===== config.mk =====
export PLATFORM = sky130hd
export DESIGN_NAME = seq_alu
export DESIGN_NICKNAME = d
export VERILOG_FILES = /design/src/rtl/alu_pkg.sv /design/src/rtl/alu_mul_seq.sv /design/src/rtl/seq_alu.sv
export SDC_FILE = /design/constraint.sdc
export NUM_CORES = 1
export LEC_CHECK = 0
export ABC_AREA = 0
export CELL_PAD_IN_SITES_DETAIL_PLACEMENT = 1
export CELL_PAD_IN_SITES_GLOBAL_PLACEMENT = 2
export CORE_ASPECT_RATIO = 0.7
export CORE_MARGIN = 3
export CORE_UTILIZATION = 33
export CTS_BUF_LIST = sky130_fd_sc_hd__clkbuf_8
export DETAILED_ROUTE_END_ITERATION = 10
export GPL_TIMING_DRIVEN = 0
export PLACE_DENSITY_LB_ADDON = 0.1
export SKIP_LAST_GASP = 1
export SYNTH_ARGS = -nofsm -noshare
export SYNTH_HDL_FRONTEND = slang
export SYNTH_SLANG_ARGS = --single-unit

===== constraint.sdc =====
create_clock -name clk -period 3.7 [get_ports clk]
set_input_delay 1.11 -clock clk [delete_from_list [all_inputs] [get_ports clk]]
set_output_delay 1.11 -clock clk [all_outputs]
set_load 0.05 [all_outputs]

===== src/rtl/alu_pkg.sv =====
// Shared definitions for the sequential ALU: operation encodings and controller states.
package alu_pkg;

   typedef enum logic [2:0] {
      OP_AND = 3'b000,
      OP_OR  = 3'b001,
      OP_XOR = 3'b010,
      OP_ADD = 3'b011,
      OP_SUB = 3'b100,
      OP_SHL = 3'b101,
      OP_SHR = 3'b110,
      OP_MUL = 3'b111
   } op_e;

   typedef enum logic {
      ST_IDLE = 1'b0,
      ST_MUL  = 1'b1
   } state_e;

endpackage : alu_pkg


===== src/rtl/alu_mul_seq.sv =====
// Iterative shift-add multiplier: one partial product per clock, WIDTH steps after start.
module alu_mul_seq
   import alu_pkg::*;
#(
   parameter int WIDTH = 8
) (
   input  logic               clk,
   input  logic               rst_n,
   input  logic               start,
   input  logic [WIDTH-1:0]   a,
   input  logic [WIDTH-1:0]   b,
   output logic               done,
   output logic [2*WIDTH-1:0] product
);

   localparam int CNT_W = $clog2(WIDTH + 1);

   logic [2*WIDTH-1:0] mcand_q, mcand_d;
   logic [2*WIDTH-1:0] acc_q, acc_d;
   logic [WIDTH-1:0]   mplier_q, mplier_d;
   logic [CNT_W-1:0]   cnt_q, cnt_d;
   logic               busy_q, busy_d;

   always_comb begin
      mcand_d  = mcand_q;
      acc_d    = acc_q;
      mplier_d = mplier_q;
      cnt_d    = cnt_q;
      busy_d   = busy_q;
      if (start) begin
         mcand_d  = {{WIDTH{1'b0}}, a};
         acc_d    = '0;
         mplier_d = b;
         cnt_d    = CNT_W'(WIDTH);
         busy_d   = 1'b1;
      end else if (busy_q) begin
         if (cnt_q != '0) begin
            if (mplier_q[0]) begin
               acc_d = acc_q + mcand_q;
            end
            mcand_d  = mcand_q << 1;
            mplier_d = mplier_q >> 1;
            cnt_d    = cnt_q - CNT_W'(1);
         end else begin
            // done is seen by the top for exactly this one cycle
            busy_d = 1'b0;
         end
      end
   end

   always_ff @(posedge clk) begin
      if (!rst_n) begin
         mcand_q  <= '0;
         acc_q    <= '0;
         mplier_q <= '0;
         cnt_q    <= '0;
         busy_q   <= 1'b0;
      end else begin
         mcand_q  <= mcand_d;
         acc_q    <= acc_d;
         mplier_q <= mplier_d;
         cnt_q    <= cnt_d;
         busy_q   <= busy_d;
      end
   end

   assign done    = busy_q && (cnt_q == '0);
   assign product = acc_q;

endmodule : alu_mul_seq


===== src/rtl/seq_alu.sv =====
// Sequential ALU with valid/ready handshakes: single-cycle logic/arith/shift ops and a
// multi-cycle multiply; results and flags are registered and held until consumed.
module seq_alu
   import alu_pkg::*;
#(
   parameter int WIDTH = 8
) (
   input  logic             clk,
   input  logic             rst_n,
   input  logic [WIDTH-1:0] a,
   input  logic [WIDTH-1:0] b,
   input  logic [2:0]       op,
   input  logic             in_valid,
   output logic             in_ready,
   output logic [WIDTH-1:0] result,
   output logic             zero,
   output logic             carry,
   output logic             ovf,
   output logic             out_valid,
   input  logic             out_ready
);

   state_e             state_q, state_d;
   logic [WIDTH-1:0]   result_q, result_d;
   logic               zero_q, zero_d;
   logic               carry_q, carry_d;
   logic               ovf_q, ovf_d;
   logic               valid_q, valid_d;

   logic               accept;
   logic               mul_start;
   logic               mul_done;
   logic [2*WIDTH-1:0] mul_product;

   logic [WIDTH:0]     sum;
   logic [WIDTH:0]     diff;
   logic [WIDTH-1:0]   alu_res;
   logic               alu_carry;
   logic               alu_ovf;

   assign in_ready = rst_n && (state_q == ST_IDLE) && (!valid_q || out_ready);
   assign accept   = in_valid && in_ready;

   always_comb begin
      sum       = {1'b0, a} + {1'b0, b};
      diff      = {1'b0, a} - {1'b0, b};
      alu_res   = '0;
      alu_carry = 1'b0;
      alu_ovf   = 1'b0;
      case (op_e'(op))
         OP_AND: alu_res = a & b;
         OP_OR:  alu_res = a | b;
         OP_XOR: alu_res = a ^ b;
         OP_ADD: begin
            alu_res   = sum[WIDTH-1:0];
            alu_carry = sum[WIDTH];
            alu_ovf   = (a[WIDTH-1] == b[WIDTH-1]) && (sum[WIDTH-1] != a[WIDTH-1]);
         end
         OP_SUB: begin
            alu_res   = diff[WIDTH-1:0];
            alu_carry = diff[WIDTH];
            alu_ovf   = (a[WIDTH-1] != b[WIDTH-1]) && (diff[WIDTH-1] != a[WIDTH-1]);
         end
         // shift amounts of WIDTH or more naturally yield zero
         OP_SHL: alu_res = a << b;
         OP_SHR: alu_res = a >> b;
         default: alu_res = '0;
      endcase
   end

   alu_mul_seq #(
      .WIDTH (WIDTH)
   ) u_mul (
      .clk     (clk),
      .rst_n   (rst_n),
      .start   (mul_start),
      .a       (a),
      .b       (b),
      .done    (mul_done),
      .product (mul_product)
   );

   always_comb begin
      state_d   = state_q;
      result_d  = result_q;
      zero_d    = zero_q;
      carry_d   = carry_q;
      ovf_d     = ovf_q;
      valid_d   = valid_q && !out_ready;
      mul_start = 1'b0;
      case (state_q)
         ST_IDLE: begin
            if (accept) begin
               if (op_e'(op) == OP_MUL) begin
                  mul_start = 1'b1;
                  state_d   = ST_MUL;
               end else begin
                  result_d = alu_res;
                  zero_d   = (alu_res == '0);
                  carry_d  = alu_carry;
                  ovf_d    = alu_ovf;
                  valid_d  = 1'b1;
               end
            end
         end
         ST_MUL: begin
            if (mul_done) begin
               result_d = mul_product[WIDTH-1:0];
               zero_d   = (mul_product[WIDTH-1:0] == '0);
               carry_d  = |mul_product[2*WIDTH-1:WIDTH];
               ovf_d    = 1'b0;
               valid_d  = 1'b1;
               state_d  = ST_IDLE;
            end
         end
         default: state_d = ST_IDLE;
      endcase
   end

   always_ff @(posedge clk) begin
      if (!rst_n) begin
         state_q  <= ST_IDLE;
         result_q <= '0;
         zero_q   <= 1'b0;
         carry_q  <= 1'b0;
         ovf_q    <= 1'b0;
         valid_q  <= 1'b0;
      end else begin
         state_q  <= state_d;
         result_q <= result_d;
         zero_q   <= zero_d;
         carry_q  <= carry_d;
         ovf_q    <= ovf_d;
         valid_q  <= valid_d;
      end
   end

   assign result    = result_q;
   assign zero      = zero_q;
   assign carry     = carry_q;
   assign ovf       = ovf_q;
   assign out_valid = valid_q;

endmodule : seq_alu


==> results.toml <==
[yosys]
syn_inst = 637
synth-xor-area-share_pct = 1.970
synth_top_area_share_pct = 23.75
synth_edf_count = 0
yosys.area_share.simple_pct = 24.97
synth_area_per_cell_um2 = 7.676
synth_compound_area_share_pct = 25.49
synthMuxAreaShare_pct = 6.167
synth_seq_cells = 58
synth_nets = 703
yosys-top-cells-area = "dfxtp_1 (24%), ha_1 (10%), nand2_1 (7.2%)"
synth_fa_ha_area_share_pct = 11.46
synth-warning-count = 0
dominantRegCellSynth = "dfxtp_1"
synth_top_cell_by_area = "dfxtp_1"
yosysSeqAreaShare_pct = 23.75
synth_cell_types = 65
synth_top_family_by_area = "compound AO/OA/AOI/OAI gates"
syn_area_um2 = 4890
async_reset_ff_share_pct = 0

[critical_path]
path_class = "in2reg"
cp.required_ps = 3960
cp-start-kind = "input pin"
cp_max_fo = 11
cp.arrival_ps = 3880
worst_setup_path_end_kind = "register"
rrSetupSlack_ps = 940

[power]
ir_drop_v = 0.0001776
p_leak_nw = 2.380
power.total_w = 0.001816
powerDensity_nw_per_um2 = 313.4

[flow_run]
drv_cap = 0

[placed_design]
hpwl_um = 14560
dp_slack_ps = -894.2
placedCellCount = 861
port_buffers = 34
gp_congestion = 0.8683

[sta]
setup_viol = 0
rsz0062_at_grt = "true"
fin_ws_ps = 78.87
hold_viol = 0
slew_headroom_pct = 42.09
post-route-min-period_ps = 3621
tightest_slew_ps = 868.6
post-route-period-util_pct = 97.87
slew_violations = 0
fin_skew_ps = 6.514
fmax_mhz = 276.2

[global_routing]
grt-ovfl-total = 0
grt_pass1_vias = 4967
antenna_found_initial = 2
grt_pass1_wl_um = 28530
grt_max_degree = 12
grt.total_usage_pct = 22.88

[floorplanning]
io_pins = 36
dieArea_um2 = 16340
rows = 36
core_um2 = 14190
start_util_pct = 34.46
die_y_um = 107.8
die_x_um = 151.5

[final_layout]
regArea_um2 = 1161
drive_gt1_share_pct = 9.869
nNetsFinal = 750
diodes = 0
multiInputGateArea_um2 = 3482
fillers = 1778
syn2layout_area_growth_pct = 18.53
final_util_pct = 40.85
final_cells = 879

[run_status]
status = "finished clean"

[clock_tree]
cts_root_buf = "clkbuf_8"
path_clk_slew_ps = 70
clk_path_buf_depth = 2
numCtsBuffers = 9
tritoncts = "done"
cts.sinks = 58
h-tree-depth = 3
clk_latency_ps = 350

[drt]
drt_iter0_drc = 365
routed_wl_um = 18250
drcViolationCount = 0
num_vias = 5039
dr.pass1.iters = 5
wl_per_cell_um = 20.76
viasPerCell = 5.733
drtAntennaViolNets = 0

[min_path]
min_path_type = "reg2reg"
-- cell usage after synthesis (4+ instances only) --
master     n
a211oi_1  11
a21boi_0   5
a21o_1     6
a21oi_1   48
a221o_1    5
a31oi_1    4
and2_1     8
buf_2      5
clkbuf_1  30
dfxtp_1   58
ha_1      40
inv_1     31
mux2i_1   11
mux4_2     7
nand2_1   94
nand2b_1   7
nand3_1   36
nand3b_1   5
nand4_1    7
nor2_1    29
nor2b_1   16
nor3_1    27
o211a_1   15
o211ai_1  10
o21a_1     4
o21ai_0   31
o221ai_1   5
o31ai_1    7
or3_1      4
xnor2_1    7
xor2_1     4
-- area by class of cell --
type                       instances  area share, %
sequential                        58          20.03
tap                              190          4.102
clock inverter                     5          1.727
inverter                          32          2.073
multi-input combinational        507          60.08
clock buffer                      11          2.612
buffer                            39          3.260
timing repair buffer              37          6.110
-- worst paths after layout --
check | cells after the start | endpoint | from
max | 10 | zero | a[1]
min | 2 | u_mul.product[11] | u_mul.product[11]
max reg2reg | 10 | u_mul.product[11] | u_mul.cnt_q[0]
min reg2reg | 2 | u_mul.product[11] | u_mul.product[11]
-- routing by layer --
metal  up-vias  share of wire, %  GRT usage [%]
li1       2418                 -              -
met1      2470                56          38.40
met2       143                37          28.56
met3         8               6.8          5.850
met4         0              0.42          3.077
met5         -                 0              0
-- cell families after synthesis --
family / Yosys count
buffers and inverters: 72
AO/OA/AOI/OAI: 181
multiplexers: 21
adder cells (fa/ha/maj): 43
XOR/XNOR: 11
AND/OR/NAND/NOR: 251
flip-flops: 58
-- repair_timing --
| action | in CTS | in global routing |
|---|---|---|
| cloned | 0 | 0 |
| buffers inserted | 2 | 1 |
| hold buffers | 0 | 0 |
| pin swaps | 0 | 2 |
| endpoints found under the setup margin | 27 | 31 |
| resized for setup | 23 | 23 |
-- sequential cells by signal, summed over array words and instances, names as in the netlist, 4 cells and up --
| register | cells |
|---|---|
| result | 8 |
| u_mul.mplier_q | 8 |
| u_mul.cnt_q | 4 |
| u_mul.mcand_q | 16 |
| u_mul.product | 16 |
-- critical path: stages --
cell and delay, ps:
clkdlybuf4s15_2 370, inv_1 150, fa_2 450, nor3_2 140
nor3_2 90, o31a_1 290, a221o_1 310, a221o_1 370
or3_1 390, o32ai_2 200
-- layout by cell type, fill, tap and decap left out, types with 7 or more instances in the layout --
master / count
a211oi_1: 9
a21oi_1: 48
and2_1: 8
clkbuf_1: 26
clkbuf_8: 11
clkdlybuf4s50_1: 22
dfxtp_1: 58
ha_1: 38
inv_1: 29
mux2i_1: 11
mux4_2: 7
nand2_1: 93
nand2b_1: 7
nand3_1: 35
nand4_1: 7
nor2_1: 29
nor2b_1: 16
nor3_1: 25
o211a_1: 15
o211ai_1: 10
o21ai_0: 30
xnor2_1: 7
-- through the flow --
stage | cell area [µm²] | setup TNS, ps | hold slack [ps]
after global placement | 5468 | -12180 | 440.7
after floorplan | 4890 | 0 | 444.1
after detailed placement | 5468 | -14720 | 468.5
final | 5796 | 0 | 476.6
after CTS | 5752 | -128.9 | 478.4
after global routing | 5796 | -12.65 | 509.8
-- where the power goes --
group	switching, W	internal, W	total, W
Sequential	0.0000116	0.000638	0.000650
Combinational	0.000261	0.000158	0.000419
Clock	0.000266	0.000482	0.000748
Note: power is estimated with default switching activity, not from simulation.
